**src/rtl/mult32_pkg.sv**
```systemverilog
// Shared types and constants for the 32-bit sequential shift-add multiplier.
package mult32_pkg;

  localparam int unsigned WIDTH     = 32;
  localparam int unsigned ITER_LAST = 31;

  typedef enum logic [1:0] {
    IDLE = 2'd0,
    BUSY = 2'd1,
    DONE = 2'd2
  } state_e;

endpackage

```
**src/rtl/full_adder32.sv**
```systemverilog
// 32-bit adder with carry in/out used for the partial-product accumulate step.
module full_adder32 (
  input  logic [31:0] a_i,
  input  logic [31:0] b_i,
  input  logic        cin_i,
  output logic [31:0] sum_o,
  output logic        cout_o
);

  logic [32:0] total;

  always_comb begin
    total  = {1'b0, a_i} + {1'b0, b_i} + {32'd0, cin_i};
    sum_o  = total[31:0];
    cout_o = total[32];
  end

endmodule

```
**src/rtl/mult32_seq.sv**
```systemverilog
// Sequential 32x32->64 unsigned shift-add multiplier, one iteration per clock.
// Optional overflow flag output enabled by defining MULT32_SEQ_OVF_EN.
module mult32_seq
  import mult32_pkg::*;
#(
  parameter int unsigned WIDTH = mult32_pkg::WIDTH
) (
  input  logic             clk,
  input  logic             rst,
  input  logic             in_valid,
  output logic             in_ready,
  input  logic [WIDTH-1:0] a,
  input  logic [WIDTH-1:0] b,
  output logic             out_valid,
  input  logic             out_ready,
  output logic [2*WIDTH-1:0] product,
  output logic             busy
`ifdef MULT32_SEQ_OVF_EN
  ,
  output logic             ovf
`endif
);

  localparam int unsigned CW = $clog2(WIDTH);

  state_e           state_q, state_d;
  logic [WIDTH-1:0] hi_q, hi_d;
  logic [WIDTH-1:0] lo_q, lo_d;
  logic [WIDTH-1:0] mcand_q, mcand_d;
  logic [CW-1:0]    count_q, count_d;

  logic [WIDTH-1:0] addend;
  logic [WIDTH-1:0] sum;
  logic             carry;

  assign addend = lo_q[0] ? mcand_q : '0;

  full_adder32 u_add (
    .a_i    (hi_q),
    .b_i    (addend),
    .cin_i  (1'b0),
    .sum_o  (sum),
    .cout_o (carry)
  );

  always_ff @(posedge clk) begin
    if (rst) begin
      state_q <= IDLE;
      hi_q    <= '0;
      lo_q    <= '0;
      mcand_q <= '0;
      count_q <= '0;
    end else begin
      state_q <= state_d;
      hi_q    <= hi_d;
      lo_q    <= lo_d;
      mcand_q <= mcand_d;
      count_q <= count_d;
    end
  end

  always_comb begin
    state_d   = state_q;
    hi_d      = hi_q;
    lo_d      = lo_q;
    mcand_d   = mcand_q;
    count_d   = count_q;
    in_ready  = 1'b0;
    busy      = 1'b0;
    out_valid = 1'b0;
    unique case (state_q)
      IDLE: begin
        in_ready = 1'b1;
        if (in_valid) begin
          hi_d    = '0;
          lo_d    = b;
          mcand_d = a;
          count_d = '0;
          state_d = BUSY;
        end
      end
      BUSY: begin
        busy    = 1'b1;
        // Carry becomes the new MSB of hi; sum[0] shifts into the top of lo.
        hi_d    = {carry, sum[WIDTH-1:1]};
        lo_d    = {sum[0], lo_q[WIDTH-1:1]};
        count_d = count_q + 1'b1;
        if (count_q == CW'(ITER_LAST)) state_d = DONE;
      end
      DONE: begin
        out_valid = 1'b1;
        if (out_ready) state_d = IDLE;
      end
      default: state_d = IDLE;
    endcase
  end

  assign product = {hi_q, lo_q};

`ifdef MULT32_SEQ_OVF_EN
  assign ovf = (state_q == DONE) && (hi_q != '0);
`endif

endmodule

```
**config.mk**
```make
export PLATFORM = sky130hd
export DESIGN_NAME = mult32_seq
export DESIGN_NICKNAME = d
export VERILOG_FILES = /design/src/rtl/mult32_pkg.sv /design/src/rtl/full_adder32.sv /design/src/rtl/mult32_seq.sv
export SDC_FILE = /design/constraint.sdc
export NUM_CORES = 1
export LEC_CHECK = 0
export CAP_MARGIN = 30
export CORE_UTILIZATION = 30
export CTS_BUF_LIST = sky130_fd_sc_hd__clkbuf_4 sky130_fd_sc_hd__clkbuf_8
export CTS_CLUSTER_DIAMETER = 80
export DETAILED_ROUTE_END_ITERATION = 8
export GPL_ROUTABILITY_DRIVEN = 0
export PLACE_DENSITY = 0.61
export SLEW_MARGIN = 0
export SYNTH_ARGS = -nofsm -noshare
export SYNTH_HDL_FRONTEND = slang
export SYNTH_SLANG_ARGS = --single-unit
export TNS_END_PERCENT = 50
```
**constraint.sdc**
```tcl
create_clock -name clk -period 6.3 [get_ports clk]
set_input_delay 0.63 -clock clk [delete_from_list [all_inputs] [get_ports clk]]
set_output_delay 0.63 -clock clk [all_outputs]
set_load 0.02 [all_outputs]
```
* Yosys cells after proc, flatten, opt, wreduce, memory -nomap -nowiden
Index checks and enable logic that the tools add are counted.
** Cells by class
- Add/subtract/negate cells :: 2
- Mux-type cells :: 14
- Reductions and logical operators :: 5
- Equality and inequality tests :: 6
** Operators by type and width (count)
- $pmux 32 s2 :: 2
- $mux 32 :: 3
- $add 32x32->33 :: 1
- $pmux 5 s2 :: 1
- $mux 2 :: 3
- $ne 2x2->1 const B :: 3
- $pmux 2 s3 :: 1
- $add 5x1->5 const B :: 1
- $eq 5x5->1 const B :: 1
- $mux 5 :: 1
- $reduce_and 2->1 :: 2
- $mux 1 :: 3
- $reduce_and 3->1 :: 1
- $eq 2x1->1 const B :: 1
- $eq 2x2->1 const B :: 1
- $logic_not 2->1 :: 1
- $reduce_bool 2->1 :: 1
** Word-level totals
- Output and inout bits :: 67
- Input bits :: 68
- Flip-flop bits (word level) :: 103
- Logic and storage cells :: 32

* Logic depth before layout (Yosys ltp)
- Word-level depth :: 3
- Depth in mapped cells :: 11
- Mapped depth without buffers :: 11

* By module
From an unflattened synthesis, not the netlist that was laid out.
** Second synthesis, totals
- Cell total of the unflattened synthesis :: 778
- Area total of the unflattened synthesis :: 5947.0 um2
** By module, submodules not included
- mult32_seq :: seq. area each 2062.0 um2, area an instance 4196.5 um2, times used 1, cells an instance 534
- full_adder32 :: seq. area each 0.0 um2, area an instance 1750.4 um2, times used 1, cells an instance 244

* Worst setup path before layout
Ideal clock, no wire load.
- Path kind :: register to register
- Start :: register lo_q[0]
- End :: register hi_q[26]
- Period minus slack after synthesis :: 2.731 ns
- Stages on the path, launching flop included :: 12
- Buffers on the path :: 2
- Setup time :: 0.117 ns
- Required time :: 6.183 ns
- Arrival :: 2.613 ns
- Slack :: 3.569 ns
- Cells stage by stage :: dfxtp_1 > clkbuf_1 > and2_1 > ha_1 > buf_6 > a211oi_2 > nor2_1 > nor3_4 > o32ai_2 > o311a_4 > or3_1 > a32o_1
** Between the ends
- Longest elaborated chain between the ends :: 3
** Ends and longest elaborated chain
- start: declaration :: RTL line mult32_seq.sv:28 : logic [WIDTH-1:0] lo_q, lo_d;
- start signal: assignment :: RTL line mult32_seq.sv:56 : lo_q <= lo_d;
- $mux 32 :: RTL line mult32_seq.sv:36 : assign addend = lo_q[0] ? mcand_q : '0;
- $add 32x32->33 :: RTL line full_adder32.sv:13 : total = {1'b0, a_i} + {1'b0, b_i} + {32'd0, cin_i};
- $pmux 32 s2 :: RTL line mult32_seq.sv:71 : unique case (state_q)
- end signal: assignment :: RTL line mult32_seq.sv:55 : hi_q <= hi_d;
- end: declaration :: RTL line mult32_seq.sv:27 : logic [WIDTH-1:0] hi_q, hi_d;
No other way between the ends.
A chain may end at the register's enable or synchronous reset.

* Worst setup path after layout
- Start :: register lo_q[0]
- End :: register hi_q[29]
Same word-level chain as after synthesis.

==> metrics <==
static leakage 0.00293 uW; FF-to-FF path depth 11; Period Utilization, post-route 0.547; register area slightly above 2000 um2; ANT cells 0; Layout Area Growth over Synthesis 28.3%; Reg2Reg Setup Slack 2.85 ns; Switching Power 427 uW; Peak supply drop 0.0000902 V; share of flip-flops with an asynchronous set or reset 0; drt total wl between 15000 and 20000 um; Clock transition at path regs 0.11 ns; total CTS buffers 9; commonest non-fill, non-tap cells in the layout 170 x nand2_1, 133 x clkdlybuf4s50_1, 103 x dfxtp_1; Min Clock Period, post-route 3.45 ns; drt wl/cell ~15 um; Rows 51; detailed placement HPWL about 13000 um; flops & latches, synth 103; final worst slack 2.85 ns; Clk Latency, worst-skew pair 0.39 ns; Seq/Total Area, Yosys 0.346; RSZ-0062 raised after global routing false; peak per-stage delay on the critical path 0.96 ns; DR iter-0 viols around 300; worst-path maximum fanout 34; Reg power frac 0.515; Setup violations, final 0; post-cts repair resize count 0; Die Y about 140 um; Hold/Removal Path Class reg -> reg; max-cap check violation count 0; Yosys cell types 60; critical-path cell list and2_1 > ha_1 > inv_1 > fa_1 > nor2b_1 > o2111ai_2 > a31oi_1 > o211ai_1 > a21oi_1 > mux2i_1 > nand2_1; Mapped Area 5950 um2; Critical Setup Path Class reg -> reg; fillers slightly above 2000; vias in the first global route 5575; CTS root buffer clkbuf_8; Top FF cell, synth dfxtp_1; Synthesis Warnings 0; cts-stage hold buffer count 0; Critical Path Start Type flip-flop; gr ovfl total 0; Final ANT Viol Nets 0; number of clock sinks 103; Total GRT Usage 0.176; DR DRC count 0; critical path's slowest cell dfxtp_1; Pwr Density 183 nW/um2; worst slew pin tran ~0.95 ns; CP delay by family, top compound AO/OA/AOI/OAI gates; final hold vios 0; Power, Total 1400 uW; Multi-input gate area 3620 um2; initial antenna violation count 1; core area 19500 um2; skew final 0.0201 ns; status complete, no violations; final slew viol count 0; Initial Utilization 0.306; share of cells above drive strength 1 0.0534; post-CTS setup buffers 0; syn nets 882; EDFF count, synth 0; worst r2r dst hi_q[29]$_SDFFE_PP0P_; Nets between 900 and 1000; largest net degree at the start of global routing 85; setup_tns 0 ns; portion of total power attributed to combinational logic 0.190; Die Area slightly above 20000 um2; Int Pwr 969 uW; Top Ports ~140; CP required about 6.6 ns; DR vias/cell about 5.1; Vias 5808; pre-CTS WS 2.86 ns; hold path cells 2; CTS tree yes; CTS H-tree depth 3; CP bufs+invs 1; WP data arrival 3.73 ns; Rel. slew slack 0.367; CTS max path bufs 2; commonest non-fill, non-tap cell in the layout nand2_1; Die X-Extent between 100 and 150 um; hold path endpoint mcand_q[15]$_SDFFE_PP0P_; clock network power share 0.295; HP Start mcand_q[15]$_SDFFE_PP0P_; IO Port Bufs 134; 1st-pass router iterations 4; Worst setup EP type flip-flop; global-route wire length before repair 28500 um; Reg-to-Reg Start lo_q[0]$_SDFFE_PP0P_; Synth Instances 779; top achievable clock speed approximately 290 MHz; Avg Inst Size Synth 7.64 um2; Sw Share 0.306
==> worst max-delay path by stage <==
stage / from / endpoint / cells after the start
floorplan: lo_q[0]$_SDFFE_PP0P_ / hi_q[26]$_SDFFE_PP0P_ / 11
global placement: lo_q[0]$_SDFFE_PP0P_ / hi_q[29]$_SDFFE_PP0P_ / 11
detailed placement: lo_q[0]$_SDFFE_PP0P_ / hi_q[25]$_SDFFE_PP0P_ / 11
CTS: lo_q[0]$_SDFFE_PP0P_ / hi_q[25]$_SDFFE_PP0P_ / 11
global route: lo_q[0]$_SDFFE_PP0P_ / hi_q[29]$_SDFFE_PP0P_ / 11
finish: lo_q[0]$_SDFFE_PP0P_ / hi_q[29]$_SDFFE_PP0P_ / 11
==> tightest hold or removal path: cells and delay by family (launching register included) <==
kind / cells / cell delay (ns)
flops: 1 / 0.32
simple gates: 1 / 0.05
compound gates: 1 / 0.05
==> layout make-up <==
type / instances / share of cell area
multi-input combinational: 607 / 0.474
sequential: 103 / 0.270
timing repair buffer: 140 / 0.181
tap: 265 / 0.0434
clock buffer: 11 / 0.0190
inverter: 14 / 0.00688
clock inverter: 5 / 0.00541
==> cell families after synthesis <==
logic type / after synthesis / synth area share
AO/OA/AOI/OAI: 216 / 0.245
XOR/XNOR: 21 / 0.0309
flip-flops: 103 / 0.346
AND/OR/NAND/NOR: 332 / 0.252
multiplexers: 3 / 0.00504
adder cells (fa/ha/maj): 35 / 0.0748
buffers and inverters: 69 / 0.0460
==> metrics by stage <==
stage | std cells | hold slack (ns) | utilization | area [um2]
6_report | 1145 | 0.454 | 0.392 | 7640
5_1_grt | 1145 | 0.478 | 0.392 | 7640
4_1_cts | 1145 | 0.458 | 0.392 | 7640
3_5_place_dp | 1129 | 0.444 | 0.383 | 7450
3_3_place_gp | 1129 | 0.439 | 0.383 | 7450
2_1_floorplan | 779 | 0.429 | - | 5950
==> registers in the layout, summed over array words and instances, names as in the netlist <==
register	count
state_q	2
lo_q	32
mcand_q	32
hi_q	32
count_q	5
==> layer usage <==
metal  up-vias  global-route usage  share of wire
li1       2940                   -              -
met1      2719               0.226           0.47
met2       133               0.282           0.44
met3        14              0.0540          0.078
met4         2              0.0521          0.011
met5         -                   0        0.00046
==> power groups by stage <==
stage / Combinational (uW) / Clock [uW] / Sequential [uW]
2_1_floorplan: 121 / 0 / 750
3_3_place_gp: 266 / 0 / 734
3_5_place_dp: 267 / 0 / 734
4_1_cts: 268 / 428 / 720
5_1_grt: 290 / 445 / 725
6_report: 265 / 413 / 719
==> cell usage after synthesis, types with 5 or more instances <==
cell type / instances / share of area
nand2_1: 171 / 0.11
dfxtp_1: 103 / 0.35
a21oi_1: 78 / 0.066
nor2_1: 63 / 0.040
clkbuf_1: 43 / 0.027
ha_1: 34 / 0.071
a311oi_1: 32 / 0.047
and2_1: 32 / 0.034
o21ai_0: 27 / 0.023
nand3_1: 18 / 0.015
a21o_1: 14 / 0.018
inv_1: 14 / 0.0088
nand4_1: 14 / 0.015
xnor2_1: 12 / 0.018
xor2_1: 9 / 0.013
a31oi_1: 8 / 0.0084
o211ai_1: 8 / 0.010
nor2b_1: 6 / 0.0063
and3_1: 5 / 0.0053
buf_1: 5 / 0.0032
buf_2: 5 / 0.0042
o21a_1: 5 / 0.0063
o21ai_1: 5 / 0.0042
(Power assumes the default switching activity.)
